$ cat config.mk
export PLATFORM = sky130hd
export DESIGN_NAME = branch_resolve_unit_flat
export DESIGN_NICKNAME = d
export VERILOG_FILES = /design/src/rtl/branch_resolve_unit_pkg.sv /design/src/rtl/branch_resolve_unit_if.sv /design/src/rtl/branch_resolve_unit_pred_queue.sv /design/src/rtl/branch_resolve_unit.sv /design/src/flat_wrapper.sv
export SDC_FILE = /design/constraint.sdc
export NUM_CORES = 1
export LEC_CHECK = 0
export BUFFER_PORTS_ARGS = -buffer_cell sky130_fd_sc_hd__buf_2
export CORE_MARGIN = 3
export CORE_UTILIZATION = 60
export DETAILED_ROUTE_END_ITERATION = 12
export GPL_TIMING_DRIVEN = 0
export PLACE_DENSITY = 0.9
export SLEW_MARGIN = 0
export SYNTH_ARGS = -nofsm -noshare
export SYNTH_HDL_FRONTEND = slang
export SYNTH_SLANG_ARGS = --single-unit
$ cat constraint.sdc
create_clock -name clk -period 10.5 [get_ports clk]
set_input_delay 2.625 -clock clk [delete_from_list [all_inputs] [get_ports clk]]
set_output_delay 2.625 -clock clk [all_outputs]
set_load 0.02 [all_outputs]
$ cat src/rtl/branch_resolve_unit_pkg.sv
// Shared LC-3b types plus the branch resolve unit's queue entry and FSM state.
//   lc3b_word     : 16-bit machine word
//   pred_entry_t  : one recorded fetch-stage prediction
//   brs_state_t   : resolve unit control state
package lc3b_types;

  typedef logic [15:0] lc3b_word;

  typedef struct packed {
    logic       taken;
    lc3b_word   target;
    logic [7:0] history;
    logic [7:0] pc;
  } pred_entry_t;

  typedef enum logic {
    IDLE  = 1'b0,
    FLUSH = 1'b1
  } brs_state_t;

endpackage

$ cat src/rtl/branch_resolve_unit_if.sv
// Fetch-prediction, EX/MEM-resolution and predictor-update signals of the
// branch resolve unit, bundled so the unit and its environment share one view.
//   master : environment side (drives predictions and resolutions)
//   slave  : branch_resolve_unit side (drives redirect/flush/update/stats)
interface branch_resolve_unit_if #(
  parameter int CNT_W = 16
);
  import lc3b_types::*;

  logic             stall;
  logic             pred_valid;
  logic             pred_taken;
  lc3b_word         pred_target;
  logic [7:0]       pred_history;
  logic [7:0]       fetch_pc;
  logic             resolve_valid;
  logic             resolve_is_pred;
  logic             actual_taken;
  lc3b_word         actual_target;
  lc3b_word         fallthrough_pc;

  logic             redirect;
  lc3b_word         redirect_pc;
  logic             flush;
  logic             upd_valid;
  logic             upd_taken;
  logic [7:0]       upd_pc;
  logic [7:0]       upd_history;
  lc3b_word         upd_target;
  logic [CNT_W-1:0] branch_count;
  logic [CNT_W-1:0] mispredict_count;
  logic             overflow;

  modport master (
    output stall, pred_valid, pred_taken, pred_target, pred_history, fetch_pc,
           resolve_valid, resolve_is_pred, actual_taken, actual_target, fallthrough_pc,
    input  redirect, redirect_pc, flush, upd_valid, upd_taken, upd_pc, upd_history,
           upd_target, branch_count, mispredict_count, overflow
  );

  modport slave (
    input  stall, pred_valid, pred_taken, pred_target, pred_history, fetch_pc,
           resolve_valid, resolve_is_pred, actual_taken, actual_target, fallthrough_pc,
    output redirect, redirect_pc, flush, upd_valid, upd_taken, upd_pc, upd_history,
           upd_target, branch_count, mispredict_count, overflow
  );

endinterface

$ cat src/rtl/branch_resolve_unit_pred_queue.sv
// In-flight prediction FIFO.
//   clk, rst_n  : clock, async active-low reset
//   push/pop    : enqueue push_data / dequeue head (pop on empty is ignored)
//   clear       : drop all entries; takes priority over push and pop
//   head        : oldest entry (only meaningful when !empty)
//   full, empty : occupancy flags
//   overflow    : sticky, set when a push is dropped because the queue is full
module pred_queue
  import lc3b_types::*;
#(
  parameter int DEPTH = 4
) (
  input  logic        clk,
  input  logic        rst_n,
  input  logic        push,
  input  logic        pop,
  input  logic        clear,
  input  pred_entry_t push_data,
  output pred_entry_t head,
  output logic        full,
  output logic        empty,
  output logic        overflow
);

  localparam int PTR_W  = (DEPTH > 1) ? $clog2(DEPTH) : 1;
  localparam int OCC_W  = $clog2(DEPTH + 1);
  localparam logic [PTR_W-1:0] LAST_PTR = PTR_W'(DEPTH - 1);
  localparam logic [OCC_W-1:0] FULL_OCC = OCC_W'(DEPTH);

  pred_entry_t      mem [DEPTH];
  logic [PTR_W-1:0] head_ptr;
  logic [PTR_W-1:0] tail_ptr;
  logic [OCC_W-1:0] occ;
  logic             do_push;
  logic             do_pop;

  // Explicit wrap so non-power-of-two depths stay modulo DEPTH.
  function automatic logic [PTR_W-1:0] ptr_inc(input logic [PTR_W-1:0] p);
    return (p == LAST_PTR) ? '0 : p + 1'b1;
  endfunction

  assign full    = (occ == FULL_OCC);
  assign empty   = (occ == '0);
  assign do_pop  = pop && !empty;
  // A pop in the same cycle frees the slot, so a full queue still accepts.
  assign do_push = push && (!full || do_pop);
  assign head    = mem[head_ptr];

  always_ff @(posedge clk or negedge rst_n) begin
    if (!rst_n) begin
      head_ptr <= '0;
      tail_ptr <= '0;
      occ      <= '0;
      overflow <= 1'b0;
    end else if (clear) begin
      head_ptr <= '0;
      tail_ptr <= '0;
      occ      <= '0;
    end else begin
      if (do_push) tail_ptr <= ptr_inc(tail_ptr);
      if (do_pop)  head_ptr <= ptr_inc(head_ptr);
      if (do_push && !do_pop)      occ <= occ + 1'b1;
      else if (do_pop && !do_push) occ <= occ - 1'b1;
      if (push && !do_push) overflow <= 1'b1;
    end
  end

  // Entry storage needs no reset: it is only read while occupied.
  always_ff @(posedge clk) begin
    if (do_push && !clear) mem[tail_ptr] <= push_data;
  end

endmodule

$ cat src/rtl/branch_resolve_unit.sv
// Branch resolve unit: records fetch predictions, checks each resolving
// control instruction against its prediction, redirects/flushes on a
// mispredict, returns a predictor update per resolution and keeps stats.
//   clk, rst_n : clock, async active-low reset
//   bus        : branch_resolve_unit_if.slave (prediction, resolution,
//                redirect/flush, update packet, counters, overflow)
//
//   state | meaning
//   ------+------------------------------------------------------------
//   IDLE  | normal operation; pushes and resolutions accepted
//   FLUSH | wrong-path squash; flush high, down-counter runs to 1
module branch_resolve_unit
  import lc3b_types::*;
#(
  parameter int DEPTH        = 4,
  parameter int FLUSH_CYCLES = 2,
  parameter int CNT_W        = 16
) (
  input logic                 clk,
  input logic                 rst_n,
  branch_resolve_unit_if.slave bus
);

  localparam int FC_W = $clog2(FLUSH_CYCLES + 1);

  brs_state_t       state_q, state_d;
  logic [FC_W-1:0]  fcnt_q, fcnt_d;

  pred_entry_t      push_entry;
  pred_entry_t      head_entry;
  pred_entry_t      cmp_entry;
  logic             q_full;
  logic             q_empty;
  logic             q_overflow;

  logic             idle;
  logic             accept;
  logic             use_head;
  logic             mispredict;
  logic             push_req;
  logic             pop_req;

  logic             redirect_q;
  lc3b_word         redirect_pc_q;
  logic             upd_valid_q;
  logic             upd_taken_q;
  logic [7:0]       upd_pc_q;
  logic [7:0]       upd_history_q;
  lc3b_word         upd_target_q;
  logic [CNT_W-1:0] branch_count_q;
  logic [CNT_W-1:0] mispredict_count_q;

  assign idle     = (state_q == IDLE);
  assign accept   = bus.resolve_valid && !bus.stall && idle;
  // A predicted instruction with nothing queued is handled as non-predicted.
  assign use_head = bus.resolve_is_pred && !q_empty;
  assign cmp_entry = use_head ? head_entry : '0;

  assign mispredict = accept &&
                      ((cmp_entry.taken != bus.actual_taken) ||
                       (cmp_entry.taken && bus.actual_taken &&
                        (cmp_entry.target != bus.actual_target)));

  assign pop_req  = accept && use_head;
  assign push_req = bus.pred_valid && !bus.stall && idle;

  assign push_entry = '{taken:   bus.pred_taken,
                        target:  bus.pred_target,
                        history: bus.pred_history,
                        pc:      bus.fetch_pc};

  // A mispredict clears everything younger, including a same-cycle push.
  pred_queue #(.DEPTH(DEPTH)) u_queue (
    .clk       (clk),
    .rst_n     (rst_n),
    .push      (push_req),
    .pop       (pop_req),
    .clear     (mispredict),
    .push_data (push_entry),
    .head      (head_entry),
    .full      (q_full),
    .empty     (q_empty),
    .overflow  (q_overflow)
  );

  always_ff @(posedge clk or negedge rst_n) begin
    if (!rst_n) begin
      state_q <= IDLE;
      fcnt_q  <= '0;
    end else begin
      state_q <= state_d;
      fcnt_q  <= fcnt_d;
    end
  end

  // The countdown ignores stall so a stalled pipeline still leaves FLUSH.
  always_comb begin
    state_d = state_q;
    fcnt_d  = fcnt_q;
    case (state_q)
      IDLE: begin
        if (mispredict) begin
          state_d = FLUSH;
          fcnt_d  = FC_W'(FLUSH_CYCLES);
        end
      end
      FLUSH: begin
        if (fcnt_q <= FC_W'(1)) begin
          state_d = IDLE;
          fcnt_d  = '0;
        end else begin
          fcnt_d = fcnt_q - 1'b1;
        end
      end
      default: begin
        state_d = IDLE;
        fcnt_d  = '0;
      end
    endcase
  end

  always_ff @(posedge clk or negedge rst_n) begin
    if (!rst_n) begin
      redirect_q         <= 1'b0;
      redirect_pc_q      <= '0;
      upd_valid_q        <= 1'b0;
      upd_taken_q        <= 1'b0;
      upd_pc_q           <= '0;
      upd_history_q      <= '0;
      upd_target_q       <= '0;
      branch_count_q     <= '0;
      mispredict_count_q <= '0;
    end else begin
      redirect_q  <= mispredict;
      upd_valid_q <= accept;
      if (accept) begin
        upd_taken_q   <= bus.actual_taken;
        upd_pc_q      <= cmp_entry.pc;
        upd_history_q <= cmp_entry.history;
        upd_target_q  <= bus.actual_target;
        if (branch_count_q != '1) branch_count_q <= branch_count_q + 1'b1;
      end
      if (mispredict) begin
        redirect_pc_q <= bus.actual_taken ? bus.actual_target : bus.fallthrough_pc;
        if (mispredict_count_q != '1) mispredict_count_q <= mispredict_count_q + 1'b1;
      end
    end
  end

  assign bus.redirect         = redirect_q;
  assign bus.redirect_pc      = redirect_pc_q;
  assign bus.flush            = (state_q == FLUSH);
  assign bus.upd_valid        = upd_valid_q;
  assign bus.upd_taken        = upd_taken_q;
  assign bus.upd_pc           = upd_pc_q;
  assign bus.upd_history      = upd_history_q;
  assign bus.upd_target       = upd_target_q;
  assign bus.branch_count     = branch_count_q;
  assign bus.mispredict_count = mispredict_count_q;
  assign bus.overflow         = q_overflow;

endmodule

$ cat src/flat_wrapper.sv
// flat-port wrapper written by rule: the top's interface ports become plain ports
module branch_resolve_unit_flat import lc3b_types::*;
#(
  parameter int DEPTH        = 4,
  parameter int FLUSH_CYCLES = 2,
  parameter int CNT_W        = 16
)
  (clk, rst_n, bus_stall, bus_pred_valid, bus_pred_taken, bus_pred_target, bus_pred_history, bus_fetch_pc, bus_resolve_valid, bus_resolve_is_pred, bus_actual_taken, bus_actual_target, bus_fallthrough_pc, bus_redirect, bus_redirect_pc, bus_flush, bus_upd_valid, bus_upd_taken, bus_upd_pc, bus_upd_history, bus_upd_target, bus_branch_count, bus_mispredict_count, bus_overflow);
  branch_resolve_unit_if #(.CNT_W(CNT_W)) bus_i ();
  input logic clk;
  input logic rst_n;
  input wire logic [$bits(bus_i.stall)-1:0] bus_stall;
  input wire logic [$bits(bus_i.pred_valid)-1:0] bus_pred_valid;
  input wire logic [$bits(bus_i.pred_taken)-1:0] bus_pred_taken;
  input wire logic [$bits(bus_i.pred_target)-1:0] bus_pred_target;
  input wire logic [$bits(bus_i.pred_history)-1:0] bus_pred_history;
  input wire logic [$bits(bus_i.fetch_pc)-1:0] bus_fetch_pc;
  input wire logic [$bits(bus_i.resolve_valid)-1:0] bus_resolve_valid;
  input wire logic [$bits(bus_i.resolve_is_pred)-1:0] bus_resolve_is_pred;
  input wire logic [$bits(bus_i.actual_taken)-1:0] bus_actual_taken;
  input wire logic [$bits(bus_i.actual_target)-1:0] bus_actual_target;
  input wire logic [$bits(bus_i.fallthrough_pc)-1:0] bus_fallthrough_pc;
  output wire logic [$bits(bus_i.redirect)-1:0] bus_redirect;
  output wire logic [$bits(bus_i.redirect_pc)-1:0] bus_redirect_pc;
  output wire logic [$bits(bus_i.flush)-1:0] bus_flush;
  output wire logic [$bits(bus_i.upd_valid)-1:0] bus_upd_valid;
  output wire logic [$bits(bus_i.upd_taken)-1:0] bus_upd_taken;
  output wire logic [$bits(bus_i.upd_pc)-1:0] bus_upd_pc;
  output wire logic [$bits(bus_i.upd_history)-1:0] bus_upd_history;
  output wire logic [$bits(bus_i.upd_target)-1:0] bus_upd_target;
  output wire logic [$bits(bus_i.branch_count)-1:0] bus_branch_count;
  output wire logic [$bits(bus_i.mispredict_count)-1:0] bus_mispredict_count;
  output wire logic [$bits(bus_i.overflow)-1:0] bus_overflow;
  assign bus_i.stall = bus_stall;
  assign bus_i.pred_valid = bus_pred_valid;
  assign bus_i.pred_taken = bus_pred_taken;
  assign bus_i.pred_target = bus_pred_target;
  assign bus_i.pred_history = bus_pred_history;
  assign bus_i.fetch_pc = bus_fetch_pc;
  assign bus_i.resolve_valid = bus_resolve_valid;
  assign bus_i.resolve_is_pred = bus_resolve_is_pred;
  assign bus_i.actual_taken = bus_actual_taken;
  assign bus_i.actual_target = bus_actual_target;
  assign bus_i.fallthrough_pc = bus_fallthrough_pc;
  assign bus_redirect = bus_i.redirect;
  assign bus_redirect_pc = bus_i.redirect_pc;
  assign bus_flush = bus_i.flush;
  assign bus_upd_valid = bus_i.upd_valid;
  assign bus_upd_taken = bus_i.upd_taken;
  assign bus_upd_pc = bus_i.upd_pc;
  assign bus_upd_history = bus_i.upd_history;
  assign bus_upd_target = bus_i.upd_target;
  assign bus_branch_count = bus_i.branch_count;
  assign bus_mispredict_count = bus_i.mispredict_count;
  assign bus_overflow = bus_i.overflow;
  branch_resolve_unit #(.DEPTH(DEPTH), .FLUSH_CYCLES(FLUSH_CYCLES), .CNT_W(CNT_W)) u_core (.clk(clk), .rst_n(rst_n), .bus(bus_i));
endmodule
# Word level (Yosys, flattened, before mapping)
# Memory sizes are Yosys's and may differ from the RTL's.
# Cells that the tools add are included.
# totals
register_bits,94
ramBits,132
in_bits,72
out_inout_bits,85
word_cells,83
n_memories,1
# op_classes
n_addsub,7
magnitude_cmp,1
n_eq_ne,8
n_mux,19
n_bitwise,2
reduce_logical,30
# mem_list
name,words,word_bits,read_ports,rd_clocked_by_memory_dff,write_ports,line_no,text
u_core.u_queue.mem,4,33,1,0,1,branch_resolve_unit_pred_queue.sv:30,pred_entry_t mem [DEPTH];
# ops
operator,n
two-way mux 33 bit,1
"adder 16 x 1 -> 16 bit, second input constant",2
"inequality test 16 bit, second input constant",2
two-way mux 16 bit,1
two-way mux 2 bit,8
inequality test 16 bit,1
logical AND 1 bit,15
two-way mux 3 bit,3
zero test 1 bit,6
AND reduction 2 bit,3
"adder 2 x 1 -> 2 bit, second input constant",2
"equality test 2 bit, second input constant",2
two-way mux 1 bit,4
one-hot mux 2 bit (2 select lines),1
nonzero test 2 bit,2
"adder 3 x 1 -> 3 bit, second input constant",1
"equality test 3 bit, second input constant",1
zero test 3 bit,1
nonzero test 3 bit,1
"subtractor 3 x 1 -> 3 bit, second input constant",1
"less-or-equal comparator 2 x 1 -> 1 bit, second input constant",1
logical OR 1 bit,2
"inequality test 2 bit, second input constant",1
inverter 1 bit,2
3 further kinds,3

# Longest topological paths before layout
# Gate-level depths: netlist of the first run.
# logic_depth
ltp_word,12
ltp_mapped,13
depth_no_buf,12

# Modules after synthesis
# From an unflattened synthesis of the first run, not the netlist that was laid out.
# unflattened
cells_unflattened,672
area_unflattened_um2,9484.1
# modules_own_cells
mod,n_inst,cells_each,area_per_inst_um2,seq_area_each_um2
pred_queue,1,240,5367.6,4164.0
branch_resolve_unit,1,432,4116.4,2152.1

# Worst setup path after synthesis of the first run
# No wires, ideal clock.
# synth_path
path_kind,input to register
startpoint,input bus_resolve_is_pred
endpoint,memory u_core.u_queue.mem[0][0] in the netlist's numbering (enable)
setup_ns,0.393
t_arrival_ns,5.022
required_time_ns,10.107
slack_ns,5.084
stages,9
path_cell_list,o31a_1 -> clkbuf_1 -> nand4b_1 -> o22ai_1 -> o22ai_1 -> nor4_2 -> a2bb2oi_2 -> clkbuf_1 -> and3_1
# synth_between
elab_chain_cells,10
# synth_rtl
element,line_no,text
from (decl),flat_wrapper.sv:19,input wire logic [$bits(bus_i.resolve_is_pred)-1:0] bus_resolve_is_pred;
logical AND 1 bit (*),branch_resolve_unit.sv:56,assign use_head = bus.resolve_is_pred && !q_empty;
two-way mux 33 bit,branch_resolve_unit.sv:57,assign cmp_entry = use_head ? head_entry : '0;
inequality test 16 bit or logical AND 1 bit (tied branches),"branch_resolve_unit.sv:62, branch_resolve_unit.sv:61",
logical AND 1 bit,branch_resolve_unit.sv:61,(cmp_entry.taken && bus.actual_taken &&
logical OR 1 bit,branch_resolve_unit.sv:60,((cmp_entry.taken != bus.actual_taken) ||
logical AND 1 bit,branch_resolve_unit.sv:59,assign mispredict = accept &&
zero test 1 bit,branch_resolve_unit_pred_queue.sv:70,if (do_push && !clear) mem[tail_ptr] <= push_data;
logical AND 1 bit (*),branch_resolve_unit_pred_queue.sv:70,
two-way mux 1 bit (*),branch_resolve_unit_pred_queue.sv:70,
two-way mux 1 bit (not written as such) (*),branch_resolve_unit_pred_queue.sv:70,
to (decl),branch_resolve_unit_pred_queue.sv:30,
# Every way passes the cells marked *; elsewhere a longest branch is shown, timed or not.

# Final worst setup path of the first run
# layout_path
startpoint,input bus_stall
endpoint,memory u_core.u_queue.mem[2][24] in the netlist's numbering (enable)
# layout_between
elab_chain_cells,10
# layout_rtl
element,line_no,text
from (decl),flat_wrapper.sv:12,input wire logic [$bits(bus_i.stall)-1:0] bus_stall;
zero test 1 bit (*),"branch_resolve_unit.sv:54, branch_resolve_unit.sv:65",
logical AND 1 bit (2 in a row),branch_resolve_unit.sv:54,assign accept = bus.resolve_valid && !bus.stall && idle;
logical AND 1 bit,branch_resolve_unit.sv:64,assign pop_req = accept && use_head;
logical AND 1 bit,branch_resolve_unit_pred_queue.sv:44,assign do_pop = pop && !empty;
logical OR 1 bit,branch_resolve_unit_pred_queue.sv:46,assign do_push = push && (!full || do_pop);
logical AND 1 bit,branch_resolve_unit_pred_queue.sv:46,
logical AND 1 bit (*),branch_resolve_unit_pred_queue.sv:70,
two-way mux 1 bit (*),branch_resolve_unit_pred_queue.sv:70,
two-way mux 1 bit (not written as such) (*),branch_resolve_unit_pred_queue.sv:70,
# Marks and branches as above.

==> flow_summary.yaml, run 1 <==
run_status:
  outcome: "complete, no violations"
synth:
  synth_edf_count: 132
  synth.ff_latch_count: 226
  synth_nets: 693
  synth_flop_cell: "edfxtp_1"
  yosysUniqueCellTypes: 45
  avgSynthCellArea_um2: 15.1
  synth_top_area_share_pct: 42.9
  synthesis.instances: 611
  synth_area_leaders: "edfxtp_1 (43%), dfrtp_1 (25%), mux4_2 (8.0%)"
  yosysTopAreaCell: "edfxtp_1"
  syn_area_um2: 9240
  synthArstFlopShare_pct: 41.6
  seq_area_frac_synth_pct: 68.4
  ys_warn_count: 0
cts:
  root_buffer: "clkbuf_16"
  clock_latency_ps: 510
  ctsHoldBuffers: 0
  cts-buffers-inserted: 23
  cts-htree-levels: 1
  clk_pin_slew_ps: 60
  clock_sink_count: 226
  cts-resized-gates: 0
  cts_tree: "done"
  cts_buffer_depth: 3
  cts_setup_buffers: 0
cells_and_area:
  antenna_cells: 0
  drive_gt1_share_pct: 31.4
  fillers: 848
  area_delta_synth_final_pct: 21.1
  final_nets: 875
die:
  die_width_um: 130
  die_height_um: 130
  coreArea_um2: 14800
  rows: 44
  initial_core_util_pct: 62.4
  fp.dieArea_um2: 16900
  io_pins: 157
setup_path:
  endpoint_kind: "register"
  cp-start-kind: "input port"
  path_class: "in -> reg"
  crit_required_ps: 10640
  cp_top_family: "simple AND/OR/NAND/NOR gates"
  crit_top_cell: "nor2_1"
  cp.arrival_ps: 5960
  critPathMaxFanout: 33
  slowest_stage: "and3_2"
  crit_buf_inv: 2
  cpPeakStageDelay_ps: 870
  worstPathCellList: "buf_2 -> nor2_1 -> nand2_1 -> nor2_1 -> inv_1 -> and4_1 -> nor2_1 -> and3_2"
global_routing:
  grt_start_max_net_pins: 54
  grt_pass1_vias: 6273
  grt_pass1_wl_um: 33700
  overflow: 0
  grt_use_total_pct: 26.0
  antenna_found_initial: 2
sta:
  tightest_slew_ps: 931
  finalCriticalPeriod_ps: 5820
  slew_headroom_pct: 37.9
  rsz0062_at_grt: "no"
  min_period_over_period_pct: 55.5
  finClkSkew_ps: 10.2
  setup_viol: 0
  fmax_ghz: 0.172
  slew_violations: 0
  hold_viol: 0
  finalSetupTns_ps: 0
placement:
  portBuffers: 156
  post-dp-hpwl_um: 14200
  gp_congestion: 0.930
power:
  p_per_area_nw_per_um2: 266
  vdd_drop_max_mv: 0.191
  power.total_mw: 2.97
  p_leak_nw: 4.72
hold_path:
  hold_path_class: "reg -> reg"
routing:
  via_count: 6113
  routed_via_density: 6.15
  wl_per_cell_um: 21.7
  wl_um: 21600
  drt_iter0_drc: 482
  drc: 0
  first_pass_iters: 5
  ant_nets: 0
flow_run:
  cap_violations: 0
kinds of logic after synthesis:
family                     count (synthesis)  synth area share [%]
DFF                                      226                  68.4
AOI/OAI and AO/OA                         63                  4.75
muxes                                     55                  10.6
and+or+nand+nor                          182                  9.26
adders and majority gates                 10                  1.44
buffers and inverters                     36                  1.87
xor gates and xnor gates                  39                  3.70
layout by cell type, fill, tap and decap left out, drive strengths merged, types with 7 or more instances in the layout:
cell type	synthesis	final
mux2i	18	18
inv	11	13
and3	8	8
buf	10	167
a22o	17	17
nor2	27	27
nor3	16	16
nand4	9	9
clkbuf	15	42
ha	9	9
edfxtp	132	132
xnor2	14	14
dfrtp	94	94
o22ai	7	7
xor2	25	25
o21ai	22	22
nand2	88	88
bufinv	0	7
nand3	16	16
mux4	33	33
tightest hold or removal path, delay by kind of cell (launching register included):
family	cells	cell delay (ps)
AOI/OAI and AO/OA	1	60
DFF	1	340
and+or+nand+nor	1	50
cells in the mapped netlist, types with 5 or more instances:
master    count
ha_1          9
dfrtp_1      94
nand2_1      88
mux2i_1      18
nand4_1       9
nor3_1       14
edfxtp_1    132
xnor2_1      14
clkbuf_1     14
inv_1        10
xor2_1       25
o22ai_1       7
o21a_1        5
mux4_2       33
buf_2         5
a22o_1       17
nand4b_1      5
nand3_1      16
o21ai_0      22
nor2_1       26
and3_1        8
worst paths after layout:
path / start / endpoint / slack (ps) / depth (start not counted)
min reg2reg: u_core.bus.upd_target[15] / u_core.bus.upd_target[15] / 480 / 2
max in group asynchronous: rst_n / u_core.bus.redirect_pc[13] / 7710 / 2
min in group asynchronous: rst_n / u_core.bus.mispredict_count[11] / 2130 / 1
max reg2reg: u_core.u_queue.head_ptr[0] / u_core.u_queue.mem[2][24] / 5730 / 10
min: u_core.bus.upd_target[15] / u_core.bus.upd_target[15] / 480 / 2
max: bus_stall / u_core.u_queue.mem[2][24] / 4680 / 8
stage by stage:
stage | utilization (%) | hold slack [ps] | worst slack, ps | area (µm²) | cells
after floorplan | - | 451 | 5080 | 9240 | 611
after global placement | 69.2 | 455 | 3790 | 10200 | 951
after detailed placement | 69.4 | 467 | 4270 | 10300 | 952
after CTS | 75.5 | 480 | 4640 | 11200 | 994
after global routing | 75.5 | 502 | 4450 | 11200 | 994
final | 75.5 | 477 | 4680 | 11200 | 994
layer usage:
layer  vias up  part of all wire, %  track usage (%)
met5         -                0.097                0
met1      3070                   39             34.6
met3        61                  9.1             6.22
met2       332                   50             43.5
met4         4                  2.3             7.21
li1       2646                    -                -
area by class of cell:
cell class                 instances  area, µm²  share of cell area (%)
clock buffer                      27        632                    5.65
clock inverter                    15        273                    2.44
sequential                       226       6320                    56.5
multi-input combinational        349       2750                    24.6
buffer                            25        131                    1.17
timing repair buffer             157        811                    7.25
tap                              184        230                    2.06
inverter                          11       41.3                   0.369
sequential cells by signal, summed over array words and instances (netlist names), 2 cells and up:
name,count
u_core.bus.upd_pc,8
u_core.u_queue.occ,3
u_core.bus.mispredict_count,16
u_core.bus.upd_target,16
u_core.fcnt_q,2
u_core.u_queue.mem,132
u_core.bus.upd_history,8
u_core.bus.branch_count,16
u_core.u_queue.tail_ptr,2
u_core.bus.redirect_pc,16
u_core.u_queue.head_ptr,2
power breakdown:
part / leakage [nW] / internal, mW / switching [mW]
Clock: 0.438 / 0.608 / 0.343
Combinational: 1.88 / 0.313 / 0.489
Sequential: 2.40 / 1.11 / 0.107
Note: power is estimated with default switching activity, not from simulation.
==> run 2: changes to the inputs <==
- CORE_UTILIZATION: 60 -> 56
- PLACE_DENSITY: 0.9 -> 0.86
- clock period: 10.5 -> 5.5 ns (I/O delays scaled with it)
==> run 2 against run 1 <==
  * Clock power grew 60%
  * Clock-buffer cell count is 6 higher
  * Clock skew grew 6.6 ps
  * Critical endpoint is now u_core.u_queue.mem[3][19]
  * Largest power group unchanged
  * Highest routed layer unchanged
==> flow_summary.yaml, run 2 (same netlist as run 1, synthesis figures left out) <==
power:
  p_leak_nw: 4.65
  vdd_drop_max_mv: 0.331
  p_per_area_nw_per_um2: 483
setup_path:
  cpPeakStageDelay_ps: 870
  crit_top_cell: "buf_6"
  critPathMaxFanout: 33
  rrSetupSlack_ps: 710
  endpoint_kind: "register"
  cp.arrival_ps: 4910
  crit_required_ps: 5620
  slowest_stage: "and3_2"
  cp-start-kind: "register"
  path_class: "reg -> reg"
  worstPathCellList: "buf_6 -> buf_6 -> buf_1 -> buf_2 -> mux4_2 -> and2_1 -> ha_1 -> a2bb2oi_2 -> clkbuf_1 -> and3_2"
cts:
  cts_setup_buffers: 0
  clk_pin_slew_ps: 60
  cts-resized-gates: 0
  root_buffer: "clkbuf_16"
  clock_latency_ps: 510
  cts_buffer_depth: 3
  cts-buffers-inserted: 23
  ctsHoldBuffers: 0
  cts-htree-levels: 1
  cts_tree: "done"
  clock_sink_count: 226
placement:
  placedCellCount: 984
  place_ws_ps: 477
  place_area_um2: 10300
  gp_congestion: 0.857
  portBuffers: 156
  post-dp-hpwl_um: 14100
die:
  coreArea_um2: 16000
  fp.dieArea_um2: 18100
  die_width_um: 134
  rows: 46
  io_pins: 157
  initial_core_util_pct: 57.7
  die_height_um: 134
routing:
  ant_nets: 0
  via_count: 5787
  met1Wirelength_um: 8390
  wl_met3_um: 1580
  drc: 0
  wl_per_cell_um: 20.0
  routed.top_layer: "met5"
  wl_um: 20600
  route.met2.wl_um: 10200
  drt_iter0_drc: 319
  first_pass_iters: 5
  routed_via_density: 5.62
global_routing:
  grt_pass1_vias: 5877
  antenna_found_initial: 7
  overflow: 0
  grt_start_max_net_pins: 49
  grt_pass1_wl_um: 32300
  grt_use_total_pct: 23.0
sta:
  fmax_ghz: 0.209
  finalCriticalPeriod_ps: 4790
  tightest_slew_ps: 875
  setup_ws_ps: 711
  slew_headroom_pct: 41.7
  slew_violations: 0
  hold_viol: 0
  setup_viol: 0
  min_period_over_period_pct: 87.1
  finClkSkew_ps: 16.8
  rsz0062_at_grt: "no"
cells_and_area:
  post-route-util_pct: 69.2
  layout_commonest_cell: "buf_2"
  final_nets: 875
  drive_gt1_share_pct: 30.5
  top_register: "u_core.u_queue.mem"
  largest_reg_flops: 132
  area_delta_synth_final_pct: 19.9
  instances_no_fill: 1029
  design_area_um2: 11100
  layout_common_cells: "buf_2 (160), edfxtp_1 (132), dfrtp_1 (94), nand2_1 (88), mux4_2 (33)"
hold_path:
  hold_path_class: "reg -> reg"
flow_run:
  cap_violations: 0
run_status:
  outcome: "complete, no violations"
==> run 2: cell count changes in the layout (fill, tap and decap cells not counted) <==
cell,previous run,this run
bufinv_16,7,2
clkbuf_1,15,22
clkbuf_16,24,23
clkinv_1,1,0
clkinv_2,3,4
clkinv_4,0,1
clkinvlp_4,2,0
diode_2,0,4
inv_6,1,0
==> run 2: final cells by class <==
class / instances / area (µm²)
Sequential cell: 226 / 6320
Buffer: 25 / 131
Clock inverter: 8 / 109
Fill cell: 1087 / 4920
Multi-Input combinational cell: 349 / 2750
Inverter: 11 / 41.3
Tap cell: 216 / 270
Antenna cell: 4 / 10.0
Clock buffer: 33 / 633
Timing Repair Buffer: 157 / 811
==> run 2: worst paths after layout <==
| kind | to | from | depth (start not counted) |
|---|---|---|---|
| max | u_core.u_queue.mem[3][19] | u_core.u_queue.head_ptr[0] | 10 |
| min | u_core.bus.upd_target[11] | u_core.bus.upd_target[11] | 2 |
| max reg2reg | u_core.u_queue.mem[3][19] | u_core.u_queue.head_ptr[0] | 10 |
| min reg2reg | u_core.bus.upd_target[11] | u_core.bus.upd_target[11] | 2 |
| max in group asynchronous | u_core.bus.branch_count[3] | rst_n | 2 |
| min in group asynchronous | u_core.bus.mispredict_count[8] | rst_n | 1 |
==> run 2: power by group <==
| part | switching (mW) | internal [mW] |
|---|---|---|
| logic | 0.905 | 0.598 |
| clock network | 0.623 | 0.901 |
| registers | 0.198 | 2.12 |
| total | 1.73 | 3.62 |
==> run 2: critical path: cells and delay by family, from the launching register on <==
kind	cells	cell delay (ps)
buffers and inverters	5	1890
adder cells (fa/ha/maj)	1	280
flip-flops	1	390
AND/OR/NAND/NOR	2	1050
AO/OA/AOI/OAI	1	170
multiplexers	1	590
==> run 2: layer usage <==
metal / vias to the layer above / global-route usage (%)
met2: 234 / 38.1
li1: 2660 / -
met4: 8 / 6.11
met5: - / 0
met1: 2851 / 31.2
met3: 34 / 5.21
==> run 2: through the flow <==
step           hold slack, ps  TNS (ps)  power (mW)
2_1_floorplan             451         0        3.32
3_3_place_gp              448     -6160        3.78
3_5_place_dp              458         0        3.85
4_1_cts                   472         0        5.38
5_1_grt                   498         0        5.60
6_report                  469         0        5.35
==> run 3: changes to the inputs <==
- CTS_CLUSTER_DIAMETER: not set -> 60
- PLACE_DENSITY: 0.86 -> 0.89
==> run 3 against run 2 <==
  * Clock-buffer cell count decreased by 1
  * Critical path depth unchanged
  * Largest power group unchanged
  * Via count grew 1.7%
  * Setup slack improved by 36 ps
  * Flip-flop and latch count is the same
  * Fmax is 0.75% higher
  * Worst hold slack gained 5.3 ps
  * Critical endpoint is now u_core.u_queue.mem[0][26]
  * Sequential share of layout area decreased by 0.22 points
  * First-iteration DRC count is 17% higher
  * Non-clock buffer count is the same
  * Total power rose by 2.1%
  * Clock skew is 3.3 ps higher
==> flow_summary.yaml, run 3 (same netlist as run 1, synthesis figures left out) <==
global_routing:
  grt_pass1_vias: 5938
  grt_pass1_wl_um: 33400
  overflow: 0
  antenna_found_initial: 4
  grt_use_total_pct: 24.0
  grt_start_max_net_pins: 59
sta:
  slew_headroom_pct: 39.1
  slew_violations: 0
  finalSetupTns_ps: 0
  setup_viol: 0
  finalCriticalPeriod_ps: 4750
  finClkSkew_ps: 20.1
  min_period_over_period_pct: 86.4
  tightest_slew_ps: 913
  rsz0062_at_grt: "no"
  fmax_ghz: 0.210
  hold_viol: 0
cells_and_area:
  layout_common_cells: "buf_2 (160), edfxtp_1 (132), dfrtp_1 (94), nand2_1 (88), mux4_2 (33)"
  final_nets: 875
  instances_no_fill: 1026
  post-route-util_pct: 69.5
  fillers: 1053
  largest_reg_flops: 132
  design_area_um2: 11100
  drive_gt1_share_pct: 30.9
  layout_commonest_cell: "buf_2"
  top_register: "u_core.u_queue.mem"
  area_delta_synth_final_pct: 20.4
die:
  coreArea_um2: 16000
  io_pins: 157
  die_height_um: 134
  fp.dieArea_um2: 18100
  initial_core_util_pct: 57.7
  die_width_um: 134
  rows: 46
setup_path:
  rrSetupSlack_ps: 750
  crit_required_ps: 5640
  path_class: "reg -> reg"
  endpoint_kind: "register"
  cp.arrival_ps: 4890
  r2r-end: "u_core.u_queue.mem[0][26]"
  startpoint: "u_core.u_queue.head_ptr[0]"
  cp-start-kind: "register"
  r2r_start: "u_core.u_queue.head_ptr[0]"
  crit_end: "u_core.u_queue.mem[0][26]"
  critPathMaxFanout: 33
  ff2ff_path_depth: 10
placement:
  portBuffers: 156
  post-dp-hpwl_um: 14300
  place_area_um2: 10300
  placedCellCount: 984
  gp_congestion: 0.871
cts:
  cts-htree-levels: 1
  clk_pin_slew_ps: 60
  clock_sink_count: 226
  cts_buffer_depth: 3
  ctsHoldBuffers: 0
  cts-buffers-inserted: 23
  root_buffer: "clkbuf_16"
  cts_tree: "done"
  cts-resized-gates: 0
  cts_setup_buffers: 0
  clock_latency_ps: 520
routing:
  first_pass_iters: 4
  via_count: 5888
  drt_iter0_drc: 372
  routed_via_density: 5.74
  ant_nets: 0
  wl_per_cell_um: 21.1
  drc: 0
  wl_um: 21700
power:
  vdd_drop_max_mv: 0.369
  p_per_area_nw_per_um2: 491
  power.total_mw: 5.46
  p_leak_nw: 4.66
hold_path:
  hold_path_class: "reg -> reg"
flow_run:
  cap_violations: 0
run_status:
  outcome: "complete, no violations"
[run 3: area by class of cell]
type	count	area (µm²)	area share, %
Clock buffer	32	649	5.84
Clock inverter	9	144	1.29
Multi-Input combinational cell	349	2750	24.8
Sequential cell	226	6320	56.8
Antenna cell	1	2.50	0.0225
Inverter	11	41.3	0.371
Tap cell	216	270	2.43
Buffer	25	131	1.18
Timing Repair Buffer	157	811	7.29
[run 3: metal layers]
metal	track usage, %	up-vias	routed length, µm
li1	-	2645	-
met1	31.3	2950	8530
met2	40.9	245	10900
met3	6.04	42	1720
met4	6.33	6	483
met5	0	-	34
[run 3: critical path, cell delays in order, from the launching register on]
cell       delay [ps]
dfrtp_1           380
buf_6             180
buf_6             200
buf_1             640
buf_2             460
mux4_2            590
and2_1            180
ha_1              280
a2bb2oi_2         170
clkbuf_1          380
and3_2            870
[run 3: how the worst min path moves through the flow]
stage                             startpoint                       end  depth (start not counted)
finish               u_core.u_queue.overflow   u_core.u_queue.overflow                          1
global route         u_core.u_queue.overflow   u_core.u_queue.overflow                          1
CTS                 u_core.bus.upd_target[2]  u_core.bus.upd_target[2]                          2
detailed placement  u_core.bus.upd_target[2]  u_core.bus.upd_target[2]                          2
global placement     u_core.u_queue.overflow   u_core.u_queue.overflow                          1
floorplan                   u_core.fcnt_q[0]          u_core.fcnt_q[0]                          1
[run 3: power by group]
group / leakage (nW) / internal (mW) / total (mW) / switching, mW
registers: 2.40 / 2.12 / 2.33 / 0.205
clock network: 0.383 / 0.972 / 1.61 / 0.642
logic: 1.88 / 0.598 / 1.52 / 0.919
total: 4.66 / 3.69 / 5.46 / 1.77
[run 3: metrics by stage]
step	hold WS, ps	worst slack (ps)
final	475	747
after global routing	490	408
after CTS	474	668
after detailed placement	459	495
after global placement	445	-33.4
after floorplan	451	1300
